### src/rtl/comp_mult_acc.sv
// Complex multiply-accumulate stage: sums cfg_len consecutive {xr, yr} products
// per frame and presents the complex sum on a val-rdy output.
module comp_mult_acc #(
  parameter int DWIDTH = 8,
  parameter int LEN_W  = 8
) (
  input  logic                                  clk,
  input  logic                                  rst_n,
  input  logic                                  sw_rst,
  input  logic [LEN_W-1:0]                      cfg_len,
  input  logic                                  res_val,
  output logic                                  res_rdy,
  input  logic [4*(DWIDTH+1)-1:0]               res_data,
  output logic                                  acc_val,
  input  logic                                  acc_rdy,
  output logic [2*(2*(DWIDTH+1)+LEN_W)-1:0]     acc_data,
  output logic                                  acc_busy
);

  localparam int RW = 2*(DWIDTH+1);
  localparam int AW = RW + LEN_W;

  typedef enum logic {ACC, OUT} state_t;

  state_t            state_q, state_d;
  logic [LEN_W-1:0]  cnt_q, cnt_d;
  logic [LEN_W-1:0]  len_q, len_d;
  logic [AW-1:0]     xa_q, xa_d;
  logic [AW-1:0]     ya_q, ya_d;
  logic [2*AW-1:0]   out_q, out_d;

  logic [RW-1:0]     xr, yr;
  logic [AW-1:0]     xs, ys, x_sum, y_sum;
  logic [LEN_W-1:0]  eff_len;
  logic              first, last;

  always_comb begin
    xr      = res_data[2*RW-1:RW];
    yr      = res_data[RW-1:0];
    xs      = {{LEN_W{xr[RW-1]}}, xr};
    ys      = {{LEN_W{yr[RW-1]}}, yr};
    first   = (cnt_q == '0);
    // Frame length is sampled only on the first item; later cfg_len edits wait for the next frame.
    eff_len = first ? ((cfg_len == '0) ? LEN_W'(1) : cfg_len) : len_q;
    x_sum   = first ? xs : (xa_q + xs);
    y_sum   = first ? ys : (ya_q + ys);
    last    = ({1'b0, cnt_q} + (LEN_W+1)'(1)) == {1'b0, eff_len};
  end

  always_comb begin
    state_d = state_q;
    cnt_d   = cnt_q;
    len_d   = len_q;
    xa_d    = xa_q;
    ya_d    = ya_q;
    out_d   = out_q;
    unique case (state_q)
      ACC: begin
        if (res_val) begin
          xa_d = x_sum;
          ya_d = y_sum;
          if (first) len_d = eff_len;
          if (last) begin
            cnt_d   = '0;
            state_d = OUT;
            out_d   = {x_sum, y_sum};
          end else begin
            cnt_d = cnt_q + LEN_W'(1);
          end
        end
      end
      OUT: begin
        if (acc_rdy) state_d = ACC;
      end
      default: state_d = ACC;
    endcase
  end

  always_ff @(posedge clk or negedge rst_n) begin
    if (!rst_n) begin
      state_q <= ACC;
      cnt_q   <= '0;
      len_q   <= '0;
      xa_q    <= '0;
      ya_q    <= '0;
      out_q   <= '0;
    end else if (sw_rst) begin
      state_q <= ACC;
      cnt_q   <= '0;
      len_q   <= '0;
      xa_q    <= '0;
      ya_q    <= '0;
      out_q   <= '0;
    end else begin
      state_q <= state_d;
      cnt_q   <= cnt_d;
      len_q   <= len_d;
      xa_q    <= xa_d;
      ya_q    <= ya_d;
      out_q   <= out_d;
    end
  end

  assign res_rdy  = (state_q == ACC);
  assign acc_val  = (state_q == OUT);
  assign acc_data = out_q;
  assign acc_busy = (cnt_q != '0);

endmodule

### config.mk
export PLATFORM = sky130hd
export DESIGN_NAME = comp_mult_acc
export DESIGN_NICKNAME = d
export VERILOG_FILES = /design/src/rtl/comp_mult_acc.sv
export SDC_FILE = /design/constraint.sdc
export NUM_CORES = 1
export LEC_CHECK = 0
export CAP_MARGIN = 20
export CORE_UTILIZATION = 52
export CTS_BUF_LIST = sky130_fd_sc_hd__clkbuf_16
export DETAILED_ROUTE_END_ITERATION = 6
export PLACE_DENSITY = 0.89
export SYNTH_ARGS = -nofsm -noshare
export SYNTH_HDL_FRONTEND = slang
export SYNTH_SLANG_ARGS = --single-unit
### constraint.sdc
create_clock -name clk -period 3.22 [get_ports clk]
set_input_delay 0.644 -clock clk [delete_from_list [all_inputs] [get_ports clk]]
set_output_delay 0.644 -clock clk [all_outputs]
set_load 0.1 [all_outputs]
==> metrics.cfg <==
[run_status]
run_status = finished, final reports clean

[clock_tree]
clkLatencyLatePin_ns = 0.43
htreeDepth = 4
clockBufferDepth = 2
root_buffer = clkbuf_16
cts_tree = done
cts_buffers = 17
clk_pin_slew_ns = 0.06
cts_num_sinks = 121

[detailed_routing]
met3WireLength_um = 1684
drtIter0Drc = 647
vias = 8546
firstDrtPassIters = 6
ant_nets = 0
drc = 0
wire_per_inst_um = 18.00
top_layer_used = met4
routed_wirelength_um = 25430
routed_via_density = 6.048
drt-met1-wl_um = 10690
wl_met2_um = 12300

[pwr]
p_leak_uw = 0.005192
p_comb_share_pct = 36.4
seqPwrFrac_pct = 29.0
clock_power_share_pct = 34.6
swShare_pct = 35.61
power.switching_uw = 2103
ir_drop_uv = 423.9
power_uw = 5906
p_per_area_nw_per_um2 = 526.9
intPower_uw = 3803

[floorplan]
core_um2 = 15940
num_io_pins = 104
die_area_um2 = 16940
die_h_um = 130.2
chipWidth_um = 130.2
rows = 46
initial_core_util_pct = 53.58

[logic_synthesis]
syn-mean-instance-area_um2 = 8.568
synth_area_leaders = dfrtp_1 35%, ha_1 7.6%, a21oi_1 5.4%, nor2_1 5.2%, nand2_1 4.4%
synth_ff_type = dfrtp_1
synth_top_area_share_pct = 35.45
ys_ff_latch = 121
async_flop_share_pct = 100.0
ys_types = 61
synth_top_cell_by_area = dfrtp_1
synth_edf_count = 0
yosys_warnings = 0
synth_nets = 1100
syn-cell-area_um2 = 8542
synth_seq_area_share_pct = 35.45
postSynthCellCount = 997

[min_path]
holdCritPathClass = in -> async

[global_route]
grt_antenna_before_repair = 0
track_usage_pct = 30.54
overflow = 0
first_global_vias = 8424
grt_max_degree = 51
grt_first_pass_wirelength_um = 40480

[sta]
worst_pin_slew_ns = 0.5900
layout_setup_ws_ns = 0.07325
whs_ns = 0.2086
drv_slew = 0
slew_headroom_pct = 60.67
clock-skew-final_ns = 0.01030
finalCritPeriodShare_pct = 97.73
rsz0062_at_grt = true
fmax_mhz = 317.8
hold_viol = 0
setup_viol = 0
fin_crit_ns = 3.147

[setup_path]
crit_path_start_kind = flip-flop
cp_slowest_cell = or4b_4
max_stage_delay_ns = 0.49
crit_buf_inv = 4
arrival_ns = 3.48
endpoint_kind = flip-flop
path_max_fanout = 16
crit_type = reg -> reg
crit_chain = inv_1, ha_1, or4b_4, nor2_4, inv_6, mux2i_4, xnor2_2, nand4_1, nor4_4, buf_4, buf_12, nor2_1, a211oi_2
path_delay_family = simple AND/OR/NAND/NOR gates
crit_required_ns = 3.55

[final_layout]
diodes = 0
nets = 1287
fin_util_pct = 70.31
fin_cells = 1413
drive_gt1_share_pct = 22.31
syn2layout_area_growth_pct = 31.23
fillCellCount = 1182

[place]
dp_hpwl_um = 17390
place_inst = 1373
place_ws_ns = -0.4352
io_buffers = 103
gp_congestion = 0.9071

[run]
cap_viol_max_count = 0

-- state kept, by name, indices dropped and copies added, names as in the netlist --
register and flops:
acc_data 52, acc_val 1, cnt_q 8, len_q 8, xa_q 26, ya_q 26
-- power by group through the flow --
stage | registers (uW) | logic [uW] | clock network, uW
CTS | 1710 | 2070 | 2050
detailed placement | 1730 | 2040 | 0
floorplan | 1910 | 1160 | 0
global route | 1720 | 2330 | 2120
global placement | 1730 | 1990 | 0
finish | 1710 | 2150 | 2040
-- cells by family (layout without fill, tap and decap cells) --
| kind of cell | count (synthesis) | count (layout) | synth area share [%] |
|---|---|---|---|
| buffers and inverters | 83 | 283 | 4.087 |
| flip-flops | 121 | 121 | 35.45 |
| XOR/XNOR | 48 | 48 | 4.922 |
| AND/OR/NAND/NOR | 349 | 349 | 19.06 |
| AO/OA/AOI/OAI | 303 | 303 | 23.69 |
| multiplexers | 39 | 39 | 4.717 |
| adder cells (fa/ha/maj) | 54 | 54 | 8.086 |
-- metal layers --
layer  vias to the layer above  track usage (%)
li1                       3998                -
met1                      4113            39.18
met2                       366            51.06
met3                        69            5.330
met4                         0            12.24
met5                         -                0
-- cells in the mapped netlist (6+ instances only) --
cell type,n
nor3b_1,6
a211oi_1,36
dfrtp_1,121
o21a_1,9
a211oi_2,23
o211ai_1,8
and3_1,20
a31oi_1,9
nor4_1,6
xor2_1,18
mux2_2,10
nor3_1,21
mux2i_1,29
nand3_1,36
nor2_1,119
xnor2_1,30
o21ai_0,63
o31ai_1,10
nand2b_1,7
inv_1,22
nand2_1,100
buf_4,6
nand4_1,7
a21oi_1,92
clkbuf_1,48
ha_1,52
a21o_1,21
-- worst register-to-register path, delay by kind of cell, from the launching register on --
| family | cells | cell delay, ns |
|---|---|---|
| DFF | 1 | 0.39 |
| xor gates and xnor gates | 1 | 0.17 |
| adders and majority gates | 1 | 0.17 |
| and+or+nand+nor | 5 | 1.35 |
| muxes | 1 | 0.21 |
| buffers and inverters | 4 | 0.56 |
| AOI/OAI and AO/OA | 1 | 0.22 |
-- cells in the final DEF, fill, tap and decap left out, types with 22 or more instances in the layout --
master / synthesis / layout
o21ai_0: 63 / 57
inv_1: 22 / 22
dfrtp_1: 121 / 121
nand2_1: 100 / 100
mux2i_1: 29 / 26
nor2_1: 119 / 119
buf_4: 6 / 175
clkdlybuf4s50_1: 0 / 45
ha_1: 52 / 52
a21oi_1: 92 / 92
nand3_1: 36 / 36
a211oi_1: 36 / 33
xnor2_1: 30 / 27
a211oi_2: 23 / 26
-- area by class of cell --
cell class	instances	area, um2	share of cell area (%)
Clock buffer	17	425.4	3.795
Clock inverter	15	198.9	1.775
Inverter	23	91.34	0.8148
Multi-Input combinational cell	793	5269	47.00
Sequential cell	121	3028	27.01
Tap cell	216	270.3	2.411
Timing Repair Buffer	228	1927	17.19
-- what timing repair did --
item                       4_1_cts  5_1_grt
gates resized for setup          1       26
setup endpoints to repair        1       61
hold buffers                     0        0
pin swaps                        0        4
cloned                           0        2
buffers inserted                 0        6
-- metrics by stage --
| stage | TNS [ns] | cell area, um2 |
|---|---|---|
| finish | 0 | 11210 |
| global route | -0.3210 | 11210 |
| CTS | 0 | 11000 |
| detailed placement | -9.027 | 10370 |
| global placement | -6.241 | 10370 |
| floorplan | 0 | 8542 |
-- final timing paths --
| path | endpoint | slack (ns) | depth (start not counted) | start |
|---|---|---|---|---|
| max | acc_data[10] | 0.07 | 13 | cnt_q[0] |
| min | acc_data[21] | 0.21 | 1 | rst_n |
| max reg2reg | acc_data[10] | 0.07 | 13 | cnt_q[0] |
| min reg2reg | ya_q[2] | 0.50 | 2 | ya_q[2] |
| max in group asynchronous | acc_data[46] | 2.17 | 2 | rst_n |
| min in group clk | ya_q[2] | 0.50 | 2 | ya_q[2] |
(Power assumes the default switching activity.)
